`src/rtl/ifid_skid_stage.sv`:
```
// ifid_skid_stage: IF/ID pipeline register built as a DEPTH-entry skid FIFO with a valid/ready
// handshake, decoded head-entry fields, bubble on empty/flush and a saturating backpressure counter.
module ifid_skid_stage #(
    parameter int          PC_WIDTH    = 32,
    parameter int          DEPTH       = 2,
    parameter logic [31:0] BUBBLE_INST = 32'h00000000,
    parameter int          CNT_WIDTH   = 16
) (
    input  logic                 Clk,
    input  logic                 Reset,
    input  logic                 InValid,
    output logic                 InReady,
    input  logic [PC_WIDTH-1:0]  PCAddResult,
    input  logic [31:0]          Instruction,
    input  logic                 Flush,
    output logic                 OutValid,
    input  logic                 OutReady,
    output logic [PC_WIDTH-1:0]  IDPCAddResult,
    output logic [31:0]          IDInst,
    output logic [5:0]           Opcode,
    output logic [4:0]           RR1In,
    output logic [4:0]           RR2In,
    output logic [4:0]           ID1511Inst,
    output logic [4:0]           ID106Inst,
    output logic [5:0]           Funct,
    output logic [15:0]          SignExIn,
    output logic [25:0]          ID250Inst,
    output logic [CNT_WIDTH-1:0] StallCount
);
    localparam int PW = (DEPTH > 1) ? $clog2(DEPTH) : 1;
    localparam int CW = $clog2(DEPTH + 1);

    if (DEPTH < 1 || DEPTH > 8) begin : g_bad_depth
        $error("ifid_skid_stage: DEPTH must be in 1..8");
    end

    logic [PW-1:0]        wr_q, wr_d, rd_q, rd_d;
    logic [CW-1:0]        cnt_q, cnt_d;
    logic [CNT_WIDTH-1:0] stall_q, stall_d;
    logic [PC_WIDTH-1:0]  pc_mem   [DEPTH];
    logic [31:0]          inst_mem [DEPTH];
    logic                 push, pop;

    // Pointers wrap explicitly so non-power-of-two depths work.
    function automatic logic [PW-1:0] ptr_inc(input logic [PW-1:0] p);
        return (p == PW'(DEPTH - 1)) ? '0 : p + 1'b1;
    endfunction

    assign InReady  = cnt_q < CW'(DEPTH);
    assign OutValid = cnt_q != '0;
    assign push     = InValid && InReady && !Flush;
    assign pop      = OutValid && OutReady && !Flush;

    always_comb begin
        wr_d    = Flush ? '0 : push ? ptr_inc(wr_q) : wr_q;
        rd_d    = Flush ? '0 : pop ? ptr_inc(rd_q) : rd_q;
        cnt_d   = Flush ? '0 : cnt_q + CW'(push) - CW'(pop);
        stall_d = (OutValid && !OutReady && !Flush && !(&stall_q)) ? stall_q + 1'b1 : stall_q;
    end

    always_ff @(posedge Clk or negedge Reset) begin
        if (!Reset) begin
            wr_q    <= '0;
            rd_q    <= '0;
            cnt_q   <= '0;
            stall_q <= '0;
        end else begin
            wr_q    <= wr_d;
            rd_q    <= rd_d;
            cnt_q   <= cnt_d;
            stall_q <= stall_d;
        end
    end

    // Payload storage needs no reset: it is masked by OutValid.
    always_ff @(posedge Clk) begin
        if (push) begin
            pc_mem[wr_q]   <= PCAddResult;
            inst_mem[wr_q] <= Instruction;
        end
    end

    assign IDInst        = OutValid ? inst_mem[rd_q] : BUBBLE_INST;
    assign IDPCAddResult = OutValid ? pc_mem[rd_q] : '0;
    assign Opcode        = IDInst[31:26];
    assign RR1In         = IDInst[25:21];
    assign RR2In         = IDInst[20:16];
    assign ID1511Inst    = IDInst[15:11];
    assign ID106Inst     = IDInst[10:6];
    assign Funct         = IDInst[5:0];
    assign SignExIn      = IDInst[15:0];
    assign ID250Inst     = IDInst[25:0];
    assign StallCount    = stall_q;
endmodule

```
`config.mk`:
```
export PLATFORM = sky130hd
export DESIGN_NAME = ifid_skid_stage
export DESIGN_NICKNAME = d
export VERILOG_FILES = /design/src/rtl/ifid_skid_stage.sv
export SDC_FILE = /design/constraint.sdc
export NUM_CORES = 1
export LEC_CHECK = 0
export ABC_CLOCK_PERIOD_IN_PS = 16660
export BUFFER_PORTS_ARGS = -buffer_cell sky130_fd_sc_hd__buf_2
export CORE_MARGIN = 4
export CORE_UTILIZATION = 25
export DETAILED_ROUTE_END_ITERATION = 16
export HOLD_SLACK_MARGIN = 0.1
export PLACE_DENSITY = 0.56
export SKIP_CTS_REPAIR_TIMING = 1
export SLEW_MARGIN = 0
export SYNTH_ARGS = -nofsm -noshare
export SYNTH_HDL_FRONTEND = slang
export SYNTH_SLANG_ARGS = --single-unit
```
`constraint.sdc`:
```
create_clock -name Clk -period 16.66 [get_ports Clk]
set_input_delay 0.833 -clock Clk [delete_from_list [all_inputs] [get_ports Clk]]
set_output_delay 0.833 -clock Clk [all_outputs]
set_load 0.005 [all_outputs]
```
## Yosys cells after proc, flatten, opt, wreduce, memory -nomap -nowiden

Memory sizes are Yosys's and may differ from the RTL's.
Index checks and enable logic that the tools add are counted.

- Register bits after elaboration: 20
- RAM bits: 128
- Bits of input ports: 69
- Output and inout bits: 156
- Word-level logic and storage cells: 37
- Memories: 2

- Add/subtract/negate cells: 5
- $lt $le $gt $ge: 1
- Multiplexer cells: 11
- Reduce and logical (&&, ||, !) cells: 14

Memories:

| memory | depth | bits a word | rd ports | clocked after Yosys merged registers in | wr ports | RTL line | RTL |
|---|---|---|---|---|---|---|---|
| inst_mem | 2 | 32 | 1 | 0 | 1 | 41 | `logic [31:0] inst_mem [DEPTH];` |
| pc_mem | 2 | 32 | 1 | 0 | 1 | 40 | `logic [PC_WIDTH-1:0] pc_mem [DEPTH];` |

Operator list:

| cell | count |
|---|---|
| 32-bit 2-to-1 mux | 2 |
| 16-bit by 1-bit adder with 16-bit output, second input constant | 1 |
| 16-bit AND reduction | 1 |
| 1-bit 2-to-1 mux | 8 |
| 1-bit logical AND | 7 |
| 2-bit nonzero test | 3 |
| 1-bit zero test | 3 |
| 1-bit adder, second input constant | 2 |
| 2-bit by 1-bit adder with 2-bit output | 1 |
| 2-bit less-than comparator, second input constant | 1 |
| 2-bit 2-to-1 mux | 1 |
| 2-bit by 1-bit subtractor with 2-bit output | 1 |

## Depth between registers and ports, before layout

Gate-level depths: netlist (run 1).

- Word-level depth: 6
- Depth in mapped cells: 6
- Gate-level depth less buffers: 6

## Least setup slack after synthesis (run 1)

Ideal clock, no wire load.

- Path kind: input to register
- Start: input port InValid
- End: memory inst_mem[0][0] (enable)
- Library setup time: 0.579 ns
- Arrival: 5.776 ns
- Data required time: 16.081 ns
- Path slack: 10.304 ns
- Stages on the path: 2
- Buffers on the path: 0
- Cells stage by stage: nor2b_1 -> nor3b_1

- Cells in the longest elaborated chain, start to end: 4

Ends and longest elaborated chain:

| item | RTL line | RTL |
|---|---|---|
| from (decl) | 11 | `input logic InValid,` |
| 1-bit logical AND (2 in a row) | 51 | `assign push = InValid && InReady && !Flush;` |
| 1-bit 2-to-1 mux | 77 | `if (push) begin` |
| 1-bit 2-to-1 mux (implied by the code) | 79 | `inst_mem[wr_q] <= Instruction;` |
| to (decl) | 41 |  |

Every way passes these cells.

## Worst setup path in the final report (run 1)

- Start: register rd_q
- End: output port RR2In[0]

- Cells in the longest elaborated chain, start to end: 2

Ends and longest elaborated chain:

| item | RTL line | RTL |
|---|---|---|
| from (decl) | 37 | `logic [PW-1:0] wr_q, wr_d, rd_q, rd_d;` |
| from (signal assigned) | 69 | `rd_q <= rd_d;` |
| memory 2 x 32 bit | n/a |  |
| 32-bit 2-to-1 mux | 83 | `assign IDInst = OutValid ? inst_mem[rd_q] : BUBBLE_INST;` |
| to (decl) | 22 | `output logic [4:0] RR2In,` |

Every way passes these cells.

==> flow_summary.yaml, run 1 <==
status:
  status: "finished clean"
global_routing:
  grt_pass1_vias: 3812
  antenna_found_initial: 0
  grt_pass1_wl_um: 21100
  gr-total-overflow: 0
  gr-usage-all-layers_pct: 9.56
  grt_start_max_net_pins: 54
placed_design:
  placed_area_sq_um: 7350
  hpwl_um: 8990
  io_buffers: 224
  place_congestion: 0.709
  dp.cells: 914
  dp_worst_setup_slack_ns: 13.75
timing:
  finalCriticalPeriod_ns: 3.23
  finalSetupTns_ns: 0
  whs_ns: 0.378
  finalHoldViolations: 0
  rsz0062_at_grt: "false"
  finalCritPeriodShare_pct: 19.4
  fmax_ghz: 0.309
  finalMaxSlewViolations: 0
  max_slew_margin_pct: 35.6
  postLayoutSetupSlackWorst_ns: 13.43
  skew_ns: 0.00778
  tightestPinTransition_ns: 0.966
  final-setup-viol-count: 0
flow_run:
  max_cap_viol_count: 0
layout:
  area_growth_pct: 23.7
  nets: 674
  antenna_cells: 0
  final_layout_size_suffix_gt1_share_pct: 44.0
  fin_util_pct: 31.4
  num-fill-cells: 2550
  final_cell_area_sq_um: 7900
  multi_input_area_sq_um: 1420
  register_area_sq_um: 4350
  fin_cells: 946
route:
  viasPerCell: 4.04
  drtIter0Drc: 118
  first_pass_iters: 6
  vias: 3822
  drt_wl_total_um: 13600
  route.detailed.drc: 0
  ant_nets: 0
  routedWlPerCell_um: 14.4
pwr:
  leakagePower_nw: 3.33
  power_density_nw_per_um2: 116
  finalPower_uw: 915
  ir_drop_v: 0.0000514
yosys:
  synth_area_per_cell_sq_um: 14.4
  synthCells: 444
  synth_top_family_by_area: "multiplexers"
  syn-num-nets: 515
  synthXorXnorAreaFrac_pct: 2.19
  synth-simple-area-share_pct: 7.84
  ys_ff_latch: 148
  synth_cell_types: 36
  synth-seq-area-share_pct: 68.0
  synth-compound-area-share_pct: 1.23
  syn_area_sq_um: 6390
  synthMuxAreaShare_pct: 10.3
  yosys_warnings: 0
  yosys.area_share.adder_pct: 0.392
setup_path:
  crit_type: "flip-flop to output port"
  r2r_start: "cnt_q[1]"
  setup.worst_path.end_class: "output port"
  cp-start-kind: "flip-flop"
  worstRegToRegCells: 3
  worstPathArrival_ns: 2.40
  worst_ep_required_time_ns: 15.83
  r2r-end: "pc_mem[1][2]"
  path_max_fanout: 53
  crit_start: "rd_q"
  ff2ff_setup_slack_ns: 14.43
die:
  row_count: 58
  fp.dieH_um: 168
  fp.dieArea_sq_um: 28200
  start_util_pct: 25.4
  pin_count: 225
  coreArea_sq_um: 25200
  die_x_um: 168
clock_network:
  cts_htree_levels: 4
  clock-root-buffer: "clkbuf_16"
  clock_latency_ns: 0.41
  cts_sinks: 148
  cts_max_path_buffers: 2
  cts_tree: "yes"
  path_clk_slew_ns: 0.06
  cts_made_buffers: 17
hold_path:
  hold_path_class: "input port to async pin"
==> synthesized netlist by cell type, drive strengths merged <==
library cell  instances  area (sq um)
and3                  3          18.8
and3b                 1          10.0
a21oi                 4          23.8
mux2                  1          15.0
and2b                 1          8.76
nand4                 4          25.0
clkbuf                6          22.5
edfxtp              128          3840
nand2                 8          30.0
nor2                 72           270
dfrtp                20           500
buf                  83           604
mux2i                64           641
ha                    2          25.0
nor2b                 2          12.5
inv                   4          15.0
xor2                 13           114
o22ai                 1          6.26
nand3                 5          25.0
o21ai                 2          10.0
a31oi                 1          6.26
nor4                  6          43.8
nor3b                 1          7.51
xnor2                 3          26.3
nor3                  2          21.3
a211oi                3          22.5
or2                   2          12.5
o31a                  1          10.0
nor4b                 1          15.0
==> flip-flops by register name (all words and copies together), names as in the netlist <==
| signal | count |
|---|---|
| inst_mem | 64 |
| cnt_q | 2 |
| rd_q | 1 |
| StallCount | 16 |
| pc_mem | 64 |
| wr_q | 1 |
==> worst max-delay path, cell delays in order, from the launching register on <==
cell and delay (ns):
dfrtp_4 0.58, buf_4 0.81, mux2i_1 0.17, nor2_1 0.25
buf_2 0.17
==> area by class of cell <==
class | count | area share (%)
sequential | 148 | 55.0
multi-input combinational | 203 | 17.9
timing repair buffer | 229 | 14.7
clock buffer | 18 | 5.43
tap | 330 | 5.23
clock inverter | 14 | 1.52
inverter | 4 | 0.190
==> report_power, final <==
| part | total [mW] | leakage [nW] | internal [mW] | switching, mW |
|---|---|---|---|---|
| Clock | 0.354 | 0.257 | 0.195 | 0.159 |
| Sequential | 0.436 | 1.43 | 0.425 | 0.0108 |
| Combinational | 0.126 | 1.64 | 0.0560 | 0.0698 |
| Total | 0.915 | 3.33 | 0.676 | 0.239 |
==> routing by layer <==
metal  track usage, %  vias to the layer above  wire [um]
met3             2.96                       10        935
met2             15.5                      142       6640
met4             3.39                        0        191
li1                 -                     1829          -
met1             12.1                     1841       5840
met5                0                        -          0
==> layout by cell type (no fill, tap or decap), types with 5 or more instances in the layout <==
cell type	n
buf_2	224
edfxtp_1	128
nor2_1	71
mux2i_1	64
dfrtp_1	19
clkbuf_16	17
xor2_1	13
nand2_1	8
nand3_1	5
nor4_1	5
buf_4	5
==> how the worst max path moves through the flow <==
stage / to
floorplan: inst_mem[0][0]
global placement: RR2In[0]
detailed placement: RR2In[0]
CTS: RR2In[0]
global route: SignExIn[1]
finish: RR2In[0]
==> kinds of logic after synthesis <==
kind of cell               after synthesis
AOI/OAI and AO/OA                       12
xor gates and xnor gates                16
buffers and inverters                   93
adders and majority gates                2
muxes                                   65
DFF                                    148
and+or+nand+nor                        108
No activity file was read; power rests on OpenSTA's default activity.
==> inputs of run 2 (changes only) <==
--- a/config.mk
+++ b/config.mk
@@ -5,13 +5,13 @@
 export SDC_FILE = /design/constraint.sdc
 export NUM_CORES = 1
 export LEC_CHECK = 0
-export ABC_CLOCK_PERIOD_IN_PS = 16660
+export ABC_CLOCK_PERIOD_IN_PS = 2960
 export BUFFER_PORTS_ARGS = -buffer_cell sky130_fd_sc_hd__buf_2
 export CORE_MARGIN = 4
 export CORE_UTILIZATION = 25
 export DETAILED_ROUTE_END_ITERATION = 16
 export HOLD_SLACK_MARGIN = 0.1
-export PLACE_DENSITY = 0.56
+export PLACE_DENSITY = 0.57
 export SKIP_CTS_REPAIR_TIMING = 1
 export SLEW_MARGIN = 0
 export SYNTH_ARGS = -nofsm -noshare
==> constraint.sdc (replaced) <==
create_clock -name Clk -period 2.96 [get_ports Clk]
set_input_delay 0.148 -clock Clk [delete_from_list [all_inputs] [get_ports Clk]]
set_output_delay 0.148 -clock Clk [all_outputs]
set_load 0.005 [all_outputs]
==> run 2 against run 1 <==
Against the previous run: cell count increased by 7.1%; non-clock buffer count rose by 68; sequential share of layout area fell by 5.0 points; hold slack got worse by 0.27 ns; utilization is 3.2 points higher; largest power group unchanged; flip-flop and latch count did not move.
==> flow_summary.yaml, run 2 (synthesis gave the netlist of run 1 again) <==
timing:
  rsz0062_at_grt: "false"
  finalMaxSlewViolations: 0
  finalCritPeriodShare_pct: 75.1
  finalCriticalPeriod_ns: 2.22
  tightestPinTransition_ns: 0.593
  fmax_ghz: 0.450
  final-setup-viol-count: 0
  finalSetupTns_ns: 0
  max_slew_margin_pct: 60.5
  finalHoldViolations: 0
  skew_ns: 0.0105
placed_design:
  hpwl_um: 9250
  place_congestion: 0.743
  io_buffers: 224
  placed_area_sq_um: 7400
setup_path:
  critPathTopFamily: "flip-flops"
  r2r_start: "cnt_q[1]"
  worstPathArrival_ns: 2.08
  crit_path_end: "IDInst[5]"
  r2r-end: "inst_mem[1][23]"
  ff2ff_setup_slack_ns: 0.98
  crit_buf_inv: 2
  cp.depth: 4
  crit_type: "flip-flop to output port"
  worst_ep_required_time_ns: 2.81
  crit_start: "rd_q"
  slowest_stage: "dfrtp_4"
  cp-start-kind: "flip-flop"
  worstRegToRegCells: 3
  path_max_fanout: 30
  crit_chain: "buf_4 > mux2i_1 > nor2_1 > buf_2"
  slowest_delay_ns: 0.77
  setup.worst_path.end_class: "output port"
clock_network:
  cts_tree: "yes"
  cts_sinks: 148
  cts_htree_levels: 4
  cts_max_path_buffers: 2
  path_clk_slew_ns: 0.07
  cts_made_buffers: 17
  clock_latency_ns: 0.41
  clock-root-buffer: "clkbuf_16"
pwr:
  leakagePower_nw: 3.67
  power_density_nw_per_um2: 638
  ir_drop_v: 0.000322
die:
  coreArea_sq_um: 25200
  die_x_um: 168
  fp.dieArea_sq_um: 28200
  start_util_pct: 25.4
  pin_count: 225
  fp.dieH_um: 168
  row_count: 58
route:
  met1_length_um: 5690
  dr_wl_met2_um: 6910
  routedWlPerCell_um: 13.5
  drtIter0Drc: 165
  route.detailed.drc: 0
  drt_wl_total_um: 13700
  vias: 4029
  first_pass_iters: 4
  topRoutingLayerUsed: "met4"
  met3_length_um: 956
  ant_nets: 0
  viasPerCell: 3.98
layout:
  antenna_cells: 0
  final_cell_area_sq_um: 8690
  multi_input_area_sq_um: 1420
  area_growth_pct: 36.1
  nets: 742
  final_cell_mix: "224 x buf_2, 128 x edfxtp_1, 71 x nor2_1"
  final_layout_size_suffix_gt1_share_pct: 40.0
  register_area_sq_um: 4350
  num-fill-cells: 2480
  final_common_cell: "buf_2"
flow_run:
  max_cap_viol_count: 0
global_routing:
  grt_pass1_wl_um: 20200
  gr-total-overflow: 0
  grt_pass1_vias: 3708
  gr-usage-all-layers_pct: 9.19
  grt_start_max_net_pins: 45
  antenna_found_initial: 0
status:
  status: "finished clean"
hold_path:
  hold_path_class: "input port to flip-flop"
  holdPathStages: 4
-- run 2: cell types whose count changed in the layout (fill, tap and decap cells not counted), sizes merged --
cell and delta:
dlygate4sd3 +66, bufinv +5, inv -5, buf +2
clkinvlp -2, clkinv +1
-- run 2: where the power goes --
group	total [mW]	switching (mW)	internal, mW
Combinational	0.765	0.385	0.380
Sequential	2.47	0.0758	2.39
Clock	2.31	0.820	1.49
-- run 2: layout make-up --
cell class	count	share of cell area, %
clock buffers	18	4.94
multi-input cells	203	16.4
flip-flops and latches	148	50.0
well taps	330	4.75
inverters	4	0.173
clock inverters	13	2.38
repair buffers	297	21.4
-- run 2: worst min-delay path by stage --
stage	from	to
2_1_floorplan	Reset	StallCount[0]
3_3_place_gp	Reset	StallCount[7]
3_5_place_dp	Reset	StallCount[7]
4_1_cts	Reset	StallCount[7]
5_1_grt	OutReady	rd_q
6_report	OutReady	rd_q
-- run 2: worst reg2reg max path, delay by kind of cell (launching register included) --
family / cells / cell delay [ns]
simple gates: 2 / 0.91
flops: 1 / 0.43
buf+inv: 1 / 0.31
-- run 2: layer usage --
layer	global-route usage, %	vias to the layer above
li1	-	1967
met1	10.9	1898
met2	15.5	153
met3	3.29	11
met4	3.07	0
met5	0	-
-- run 2: metrics by stage --
step / hold WS [ns] / power [mW] / std cells / utilization, % / worst slack (ns)
floorplan: -0.148 / 2.98 / 444 / - / 0.210
global placement: 0.132 / 3.22 / 916 / 29.4 / 0.958
detailed placement: 0.128 / 3.23 / 916 / 29.4 / 0.950
CTS: -0.331 / 5.58 / 947 / 31.9 / 0.641
global route: 0.156 / 5.82 / 1013 / 34.5 / 0.586
finish: 0.107 / 5.55 / 1013 / 34.5 / 0.736
==> inputs of run 3 (changes only) <==
--- a/config.mk
+++ b/config.mk
@@ -5,7 +5,7 @@
 export SDC_FILE = /design/constraint.sdc
 export NUM_CORES = 1
 export LEC_CHECK = 0
-export ABC_CLOCK_PERIOD_IN_PS = 2960
+export ABC_CLOCK_PERIOD_IN_PS = 2000
 export BUFFER_PORTS_ARGS = -buffer_cell sky130_fd_sc_hd__buf_2
 export CORE_MARGIN = 4
 export CORE_UTILIZATION = 25
==> constraint.sdc (replaced) <==
create_clock -name Clk -period 2 [get_ports Clk]
set_input_delay 0.1 -clock Clk [delete_from_list [all_inputs] [get_ports Clk]]
set_output_delay 0.1 -clock Clk [all_outputs]
set_load 0.005 [all_outputs]
==> run 3 against run 2 <==
Against the previous run: via count rose by 0.22%; sequential share of layout area down 0.17 points; hold slack improved by 0.062 ns; non-clock buffer count increased by 1; register-to-register slack lost 0.63 ns; critical path depth unchanged; clock skew shrank 0.0015 ns; critical path type unchanged; highest routed layer unchanged.
==> flow_summary.yaml, run 3 (synthesis gave the netlist of run 1 again) <==
flow_run:
  max_cap_viol_count: 0
placed_design:
  io_buffers: 224
  placed_area_sq_um: 7460
  hpwl_um: 9200
  place_congestion: 0.757
layout:
  area_growth_pct: 36.6
  final_cell_area_sq_um: 8720
  final_layout_size_suffix_gt1_share_pct: 39.8
  num-fill-cells: 2476
  nets: 743
  final_common_cell: "buf_2"
  register_area_sq_um: 4350
  multi_input_area_sq_um: 1420
  final_cell_mix: "224 x buf_2, 128 x edfxtp_1, 71 x nor2_1"
clock_network:
  cts_max_path_buffers: 2
  cts_made_buffers: 17
  cts_htree_levels: 4
  clock_latency_ns: 0.41
  cts_tree: "yes"
  cts_sinks: 148
  clock-root-buffer: "clkbuf_16"
  path_clk_slew_ns: 0.06
timing:
  max_slew_margin_pct: 61.9
  final-setup-viol-count: 0
  finalCritPeriodShare_pct: 90.7
  finalCriticalPeriod_ns: 1.81
  skew_ns: 0.00906
  finalMaxSlewViolations: 0
  fmax_ghz: 0.552
  rsz0062_at_grt: "false"
  finalSetupTns_ns: 0
  finalHoldViolations: 0
  tightestPinTransition_ns: 0.572
  whs_ns: 0.169
die:
  die_x_um: 168
  fp.dieArea_sq_um: 28200
  row_count: 58
  pin_count: 225
  fp.dieH_um: 168
  start_util_pct: 25.4
  coreArea_sq_um: 25200
setup_path:
  path_max_fanout: 31
  r2r-end: "StallCount[1]"
  cp.depth: 4
  crit_buf_inv: 2
  worstPathArrival_ns: 1.71
  worst_ep_required_time_ns: 1.90
  ff2ff_setup_slack_ns: 0.35
  setup.worst_path.end_class: "output port"
  r2r_start: "StallCount[9]"
  crit_start: "rd_q"
  critPathTopFamily: "flip-flops"
  cp-start-kind: "flip-flop"
  slowest_delay_ns: 0.50
  crit_type: "flip-flop to output port"
  crit_chain: "buf_12 > mux2i_1 > nor2_1 > buf_2"
  slowest_stage: "dfrtp_4"
  worstRegToRegCells: 4
  crit_path_end: "ID106Inst[0]"
route:
  vias: 4038
  ant_nets: 0
  viasPerCell: 3.98
  drtIter0Drc: 169
  routedWlPerCell_um: 13.8
  route.detailed.drc: 0
  first_pass_iters: 4
  drt_wl_total_um: 14000
pwr:
  power_density_nw_per_um2: 917
  finalPower_mw: 7.99
  ir_drop_v: 0.000443
  leakagePower_nw: 3.68
global_routing:
  grt_pass1_vias: 3730
  grt_start_max_net_pins: 65
  antenna_found_initial: 0
  met1_usage_pct: 11.2
  gr-usage-all-layers_pct: 9.49
  grt_pass1_wl_um: 20800
  gr-total-overflow: 0
  gr-usage-met3_pct: 4.60
  busiest_layer: "met2"
  use_met2_pct: 15.4
status:
  status: "finished clean"
hold_path:
  hold_path_class: "input port to async pin"
-- run 3: final cells by class --
class	instances	share of cell area, %
Multi-Input combinational cell	203	16.3
Sequential cell	148	49.8
Timing Repair Buffer	298	22.1
Antenna cell	1	0.0287
Tap cell	330	4.73
Clock inverter	12	1.78
Clock buffer	19	4.96
Inverter	4	0.172
-- run 3: worst min-delay path by stage --
stage | start | end | slack (ns) | cells after the start
after floorplan | Reset | StallCount[0] | -0.20 | 0
after global placement | Reset | StallCount[9] | 0.09 | 1
after detailed placement | Reset | StallCount[7] | 0.08 | 1
after CTS | Reset | StallCount[9] | -0.37 | 1
after global routing | Reset | StallCount[9] | 0.21 | 2
final | Reset | StallCount[9] | 0.17 | 2
-- run 3: per-stage QoR --
step | utilization [%] | worst slack, ns | instances
after floorplan | - | -0.686 | 444
after global routing | 34.6 | 0.0873 | 1014
after global placement | 29.6 | 0.381 | 916
after CTS | 32.0 | 0.153 | 947
final | 34.6 | 0.187 | 1015
after detailed placement | 29.6 | 0.345 | 916
-- run 3: where the power goes --
group          internal (mW)  switching (mW)  total [mW]
clock network           1.96            1.21        3.17
logic                  0.587           0.626        1.21
registers               3.54          0.0757        3.62
total                   6.09            1.91        7.99
-- run 3: metal layers --
layer | vias to the layer above | wire, um
met5 | - | 0
met4 | 0 | 148
met3 | 11 | 1230
met2 | 149 | 6720
met1 | 1908 | 5940
li1 | 1970 | -
